### src/rtl/axis_frame_pattern_gen_if.sv
// AXI4-Stream beat bus for the frame pattern generator.
// The master drives valid/data/strobe/last, and the slave drives ready.
interface axis_frame_pattern_gen_if #(
  parameter int DATA_WIDTH = 32
) ();
  logic                    tvalid;
  logic                    tready;
  logic [DATA_WIDTH-1:0]   tdata;
  logic [DATA_WIDTH/8-1:0] tstrb;
  logic                    tlast;

  modport master (output tvalid, output tdata, output tstrb, output tlast, input tready);
  modport slave  (input tvalid, input tdata, input tstrb, input tlast, output tready);
endinterface

### src/rtl/axis_frame_pattern_gen.sv
// AXI4-Stream test-frame source: launches fixed-length patterned frames on a
// programmable period while START is high, with frame and overrun statistics.
module axis_frame_pattern_gen #(
  parameter int DATA_WIDTH    = 32,
  parameter int FRAME_BEATS   = 4096,
  parameter int PERIOD_CYCLES = 5900,
  parameter int INIT_VALUE    = 4,
  parameter int FRAME_STEP    = 2,
  parameter int STAT_WIDTH    = 16
) (
  input  logic                      M_AXIS_ACLK,
  input  logic                      M_AXIS_ARESET,
  input  logic                      START,
  input  logic [1:0]                MODE,
  axis_frame_pattern_gen_if.master  m_axis,
  output logic                      BUSY,
  output logic [STAT_WIDTH-1:0]     FRAME_COUNT,
  output logic [STAT_WIDTH-1:0]     MISSED_COUNT
);

  localparam int BEAT_W  = $clog2(FRAME_BEATS);
  localparam int TIMER_W = $clog2(PERIOD_CYCLES);
  localparam logic [BEAT_W-1:0]  LAST_BEAT  = BEAT_W'(FRAME_BEATS - 1);
  localparam logic [TIMER_W-1:0] LAST_TICK  = TIMER_W'(PERIOD_CYCLES - 1);
  localparam logic [DATA_WIDTH-1:0] BASE_INIT = DATA_WIDTH'(INIT_VALUE);
  localparam logic [DATA_WIDTH-1:0] BASE_STEP = DATA_WIDTH'(FRAME_STEP);

  typedef enum logic {IDLE, SEND} state_t;

  state_t                 state_q, state_d;
  logic [TIMER_W-1:0]     timer_q;
  logic [BEAT_W-1:0]      beat_q;
  logic [DATA_WIDTH-1:0]  base_q;
  logic [1:0]             mode_q;

  logic tick, xfer, last_xfer, launch;

  always_comb begin
    tick      = START && (timer_q == '0);
    xfer      = (state_q == SEND) && m_axis.tready;
    last_xfer = xfer && (beat_q == LAST_BEAT);
    // A tick coinciding with the completing beat relaunches straight away.
    launch    = tick && ((state_q == IDLE) || last_xfer);
  end

  always_ff @(posedge M_AXIS_ACLK) begin
    if (M_AXIS_ARESET || !START) begin
      timer_q <= '0;
    end else if (timer_q == LAST_TICK) begin
      timer_q <= '0;
    end else begin
      timer_q <= timer_q + TIMER_W'(1);
    end
  end

  always_ff @(posedge M_AXIS_ACLK) begin
    if (M_AXIS_ARESET) begin
      state_q <= IDLE;
    end else begin
      state_q <= state_d;
    end
  end

  always_comb begin
    state_d = state_q;
    unique case (state_q)
      IDLE: if (tick) state_d = SEND;
      SEND: if (last_xfer && !tick) state_d = IDLE;
      default: state_d = IDLE;
    endcase
  end

  always_ff @(posedge M_AXIS_ACLK) begin
    if (M_AXIS_ARESET) begin
      beat_q       <= '0;
      base_q       <= BASE_INIT;
      mode_q       <= '0;
      FRAME_COUNT  <= '0;
      MISSED_COUNT <= '0;
    end else begin
      if (launch) begin
        beat_q <= '0;
        mode_q <= MODE;
      end else if (xfer) begin
        beat_q <= beat_q + BEAT_W'(1);
      end

      if (last_xfer) begin
        base_q <= base_q + BASE_STEP;
        if (FRAME_COUNT != '1) FRAME_COUNT <= FRAME_COUNT + STAT_WIDTH'(1);
      end

      if (tick && (state_q == SEND) && !last_xfer && (MISSED_COUNT != '1)) begin
        MISSED_COUNT <= MISSED_COUNT + STAT_WIDTH'(1);
      end
    end
  end

  // Outputs come only from registers, so TREADY never reaches TVALID.
  always_comb begin
    m_axis.tvalid = (state_q == SEND);
    m_axis.tlast  = (state_q == SEND) && (beat_q == LAST_BEAT);
    m_axis.tstrb  = '1;
    BUSY          = (state_q == SEND);
    m_axis.tdata  = '0;
    if (state_q == SEND) begin
      unique case (mode_q)
        2'd0: m_axis.tdata = base_q;
        2'd1: m_axis.tdata = base_q + DATA_WIDTH'(beat_q);
        2'd2: m_axis.tdata = DATA_WIDTH'(beat_q);
        2'd3: m_axis.tdata = ~base_q;
        default: m_axis.tdata = '0;
      endcase
    end
  end

endmodule

### src/flat_wrapper.sv
// flat-port wrapper written by rule: the top's interface ports become plain ports
module axis_frame_pattern_gen_flat 
#(
  parameter int DATA_WIDTH    = 32,
  parameter int FRAME_BEATS   = 4096,
  parameter int PERIOD_CYCLES = 5900,
  parameter int INIT_VALUE    = 4,
  parameter int FRAME_STEP    = 2,
  parameter int STAT_WIDTH    = 16
)
  (M_AXIS_ACLK, M_AXIS_ARESET, START, MODE, BUSY, FRAME_COUNT, MISSED_COUNT, m_axis_tvalid, m_axis_tdata, m_axis_tstrb, m_axis_tlast, m_axis_tready);
  axis_frame_pattern_gen_if #(.DATA_WIDTH(DATA_WIDTH)) m_axis_i ();
  input  logic M_AXIS_ACLK;
  input  logic M_AXIS_ARESET;
  input  logic START;
  input  logic [1:0] MODE;
  output logic BUSY;
  output logic [STAT_WIDTH-1:0] FRAME_COUNT;
  output logic [STAT_WIDTH-1:0] MISSED_COUNT;
  output wire logic [$bits(m_axis_i.tvalid)-1:0] m_axis_tvalid;
  output wire logic [$bits(m_axis_i.tdata)-1:0] m_axis_tdata;
  output wire logic [$bits(m_axis_i.tstrb)-1:0] m_axis_tstrb;
  output wire logic [$bits(m_axis_i.tlast)-1:0] m_axis_tlast;
  input wire logic [$bits(m_axis_i.tready)-1:0] m_axis_tready;
  assign m_axis_tvalid = m_axis_i.tvalid;
  assign m_axis_tdata = m_axis_i.tdata;
  assign m_axis_tstrb = m_axis_i.tstrb;
  assign m_axis_tlast = m_axis_i.tlast;
  assign m_axis_i.tready = m_axis_tready;
  axis_frame_pattern_gen #(.DATA_WIDTH(DATA_WIDTH), .FRAME_BEATS(FRAME_BEATS), .PERIOD_CYCLES(PERIOD_CYCLES), .INIT_VALUE(INIT_VALUE), .FRAME_STEP(FRAME_STEP), .STAT_WIDTH(STAT_WIDTH)) u_core (.M_AXIS_ACLK(M_AXIS_ACLK), .M_AXIS_ARESET(M_AXIS_ARESET), .START(START), .MODE(MODE), .m_axis(m_axis_i), .BUSY(BUSY), .FRAME_COUNT(FRAME_COUNT), .MISSED_COUNT(MISSED_COUNT));
endmodule
### config.mk
export PLATFORM = sky130hd
export DESIGN_NAME = axis_frame_pattern_gen_flat
export DESIGN_NICKNAME = d
export VERILOG_FILES = /design/src/rtl/axis_frame_pattern_gen_if.sv /design/src/rtl/axis_frame_pattern_gen.sv /design/src/flat_wrapper.sv
export SDC_FILE = /design/constraint.sdc
export NUM_CORES = 1
export LEC_CHECK = 0
export BUFFER_PORTS_ARGS = -buffer_cell sky130_fd_sc_hd__buf_2
export CORE_ASPECT_RATIO = 0.9
export CORE_MARGIN = 5
export CORE_UTILIZATION = 53
export DETAILED_ROUTE_END_ITERATION = 6
export GPL_TIMING_DRIVEN = 0
export PLACE_DENSITY_LB_ADDON = 0.12
export SLEW_MARGIN = 25
export SYNTH_ARGS = -nofsm -noshare
export SYNTH_HDL_FRONTEND = slang
export SYNTH_SLANG_ARGS = --single-unit
### constraint.sdc
create_clock -name M_AXIS_ACLK -period 2.4 [get_ports M_AXIS_ACLK]
set_input_delay 0.12 -clock M_AXIS_ACLK [delete_from_list [all_inputs] [get_ports M_AXIS_ACLK]]
set_output_delay 0.12 -clock M_AXIS_ACLK [all_outputs]
set_load 0.03 [all_outputs]
==> metrics.md <==
| Metric | Value |
|---|---|
| Outcome | `finished with violations` |
| Failing checks | `setup timing` |
| Yosys top cell area share | `0.3160` |
| Synth area leader | `dfxtp_1` |
| R2R Setup Slk | `0.06 ns` |
| CP startpoint | `u_core.beat_q[4]` |
| Die width | `119.9 µm` |
| CTS tree | `done` |
| Post-synth EDFFs | `0` |
| Setup violators final | `26` |
| Initial antenna violation count | `1` |
| Largest net degree at the start of global routing | `17` |
| Routed len/inst | `19.78 µm` |
| Fin Hold WS | `0.01088 ns` |
| DIE HEIGHT | `108.9 µm` |
| Via-to-Cell Ratio | `6.387` |
| I/O pins | `77` |
| Final hold violations | `0` |
| Worst-path fanout max | `6` |
| Detailed Routing Iterations Pass 1 | `5` |
| CTS sink cnt | `91` |
| Share of cells above drive strength 1 | `0.3207` |
| Synth Flop Type | `dfxtp_1` |
| Root Driver | `clkbuf_16` |
| Fillers | `772` |
| H-tree levels | `3` |
| Post-route ant nets | `0` |
| Fin. max-slew vios | `0` |
| Number of global-route vias before repair | `6200` |
| Async S/R FF share, synth | `0` |
| Worst Path Arrival | `2.77 ns` |
| Seq/Total Area, Yosys | `0.3160` |
| First-pass GRT wire length | `31.19 mm` |
| Setup slack at placement | `-0.5908 ns` |
| Mean area per synthesized cell | `7.832 µm²` |
| Total CTS buffers | `9` |
| Mapped cell area | `0.005764 mm²` |
| GRT Util Overall | `0.2963` |
| Slew HR | `0.4355` |
| Die area | `0.01306 mm²` |
| Worst slew pin tran | `0.8436 ns` |
| Top cells by area, synth | `dfxtp_1, xor2_1, nor2_1, nand2_1, nand3_1` |
| Total Wirelength | `19.90 mm` |
| Area of the multi-input gates | `0.004481 mm²` |
| RSZ-0062 raised after global routing | `true` |
| Peak VDD IR | `0.4447 mV` |
| Synth warn | `0` |
| Antenna Cells | `0` |
| Most numerous cell in the Yosys netlist | `nor2_1` |
| CTS Hold Buffers Added | `0` |
| Post-DP HPWL | `12.87 mm` |
| Core ar. | `0.01072 mm²` |
| Area grow syn2layout | `38.98%` |
| Power per cell area | `415.7 mW/mm²` |
| Pleak | `3.017 nW` |
| Fmax | `346.1 MHz` |
| Clock latency on the worst-skew pair | `0.35 ns` |
| DRC viols | `0` |
| Starting DRT DRC Count | `597` |
| Final core utilization | `0.7473` |
| Reg clk slew, reported paths | `0.07 ns` |
| Initial core utilization | `0.5377` |
| Syn Inst Count | `736` |
| Row cnt | `36` |
| Register cell area after layout | `0.001881 mm²` |
| Slack of the critical path | `-0.4895 ns` |
| Most common library cells after synthesis | `nor2_1, dfxtp_1, nand2_1` |
| DR vias | `6425` |
| Final #Nets | `892` |
| WHS Path Cells | `3` |
| RR Startpoint | `u_core.beat_q[1]` |
| Clk_skew | `0.006535 ns` |
| Worst flop-to-flop path endpoint | `u_core.base_q[16]` |
| Worst Setup End Kind | `output pin` |
| Tcrit/Tclk final | `1.204` |
| Max cap viols | `0` |
| Post-route minimum period | `2.889 ns` |
| Crit Path Class | `register to output pin` |
| Startpoint Class | `register` |
| Required time of the critical path | `2.28 ns` |
| Port Buf Inserts | `72` |
| Worst R2R Path Depth | `9` |
| Hold EP | `u_core.mode_q[0]` |
| Grt ovf | `0` |
| #FFs+latches synth | `91` |
| Hold Startpoint | `MODE[0]` |
| Synth unique cells | `61` |
| CTS Buffer Depth | `2` |
| Final Wtd Congestion | `0.9626` |
| Min-Delay Path Class | `input port to register` |
layer usage:
layer | track usage | vias up | wire (µm)
met1 | 0.3725 | 3039 | 7949
li1 | - | 2928 | -
met2 | 0.4878 | 379 | 9140
met3 | 0.08039 | 77 | 2091
met5 | 0 | - | 11
met4 | 0.1145 | 2 | 707
power by group:
group / leakage (nW) / internal [mW] / switching (mW)
Sequential: 0.748 / 1.50 / 0.0157
Combinational: 2.12 / 0.0844 / 0.226
Clock: 0.153 / 0.854 / 0.647
through the flow:
step           cell area [µm²]  cells  total power, mW  setup TNS [ns]
2_1_floorplan             6082    739            1.750         -0.3997
3_3_place_gp              6609    944            1.830          -7.319
3_5_place_dp              6609    944            1.835          -9.344
4_1_cts                   7715    993            3.319          -8.272
5_1_grt                   8011   1006            3.420          -11.85
6_report                  8011   1006            3.331          -9.332
sequential cells by signal (all words and copies together) (netlist names):
name                 cells
u_core.mode_q            2
u_core.FRAME_COUNT      16
u_core.base_q           31
u_core.MISSED_COUNT     16
u_core.timer_q          13
u_core.beat_q           12
u_core.BUSY              1
worst max-delay path by stage:
stage | to | slack, ns | depth (start not counted)
final | m_axis_tdata[16] | -0.49 | 10
after global routing | m_axis_tdata[5] | -0.55 | 11
after CTS | m_axis_tdata[9] | -0.45 | 9
after detailed placement | m_axis_tdata[20] | -0.59 | 8
after global placement | m_axis_tdata[20] | -0.56 | 8
after floorplan | m_axis_tlast | -0.1 | 3
layout make-up:
cell class / count / area share
inverter: 19 / 0.009058
tap: 133 / 0.02077
clock buffer: 11 / 0.03030
timing repair buffer: 120 / 0.1103
buffer: 41 / 0.02717
multi-input combinational: 586 / 0.5593
sequential: 91 / 0.2347
clock inverter: 5 / 0.008434
cells by family after synthesis:
logic type,Yosys count,share of synthesized area
and+or+nand+nor,342,0.3039
xor gates and xnor gates,79,0.1200
muxes,5,0.008683
adders and majority gates,18,0.04037
other,1,0.0006506
AOI/OAI and AO/OA,138,0.1650
DFF,91,0.3160
buffers and inverters,62,0.04537
critical path, cell delays in order, from the launching register on:
cell and delay [ns]:
dfxtp_4 0.38, ha_4 0.30, o21ai_4 0.08, nor4_4 0.39, nor4b_4 0.11, buf_4 0.16
buf_6 0.12, or4_1 0.49, nand4_1 0.14, o41ai_4 0.10, buf_6 0.15
cell usage in the layout (no fill, tap or decap), drive strengths merged, types with 5 or more instances in the layout:
| master | instances |
|---|---|
| nor2b | 6 |
| o21a | 5 |
| a21o | 5 |
| buf | 135 |
| inv | 20 |
| nor4 | 10 |
| and4 | 11 |
| nor2 | 108 |
| clkbuf | 37 |
| nand2 | 61 |
| a31oi | 9 |
| o311ai | 7 |
| a211oi | 12 |
| ha | 17 |
| mux2i | 5 |
| or3 | 12 |
| dfxtp | 91 |
| o41ai | 10 |
| nand3 | 45 |
| and3 | 23 |
| xnor2 | 24 |
| nand4 | 33 |
| o32ai | 5 |
| nor3 | 12 |
| xor2 | 55 |
| a21oi | 36 |
| and2 | 7 |
| o21ai | 22 |
repair_timing:
item                                    4_1_cts  5_1_grt
gates resized for setup                     147       43
cloned                                        1        0
setup buffers                                33       14
pin swaps                                    44       28
endpoints found under the setup margin       54       71
hold endpoints to repair                      0        0
Power figures use the tool's default switching activity.
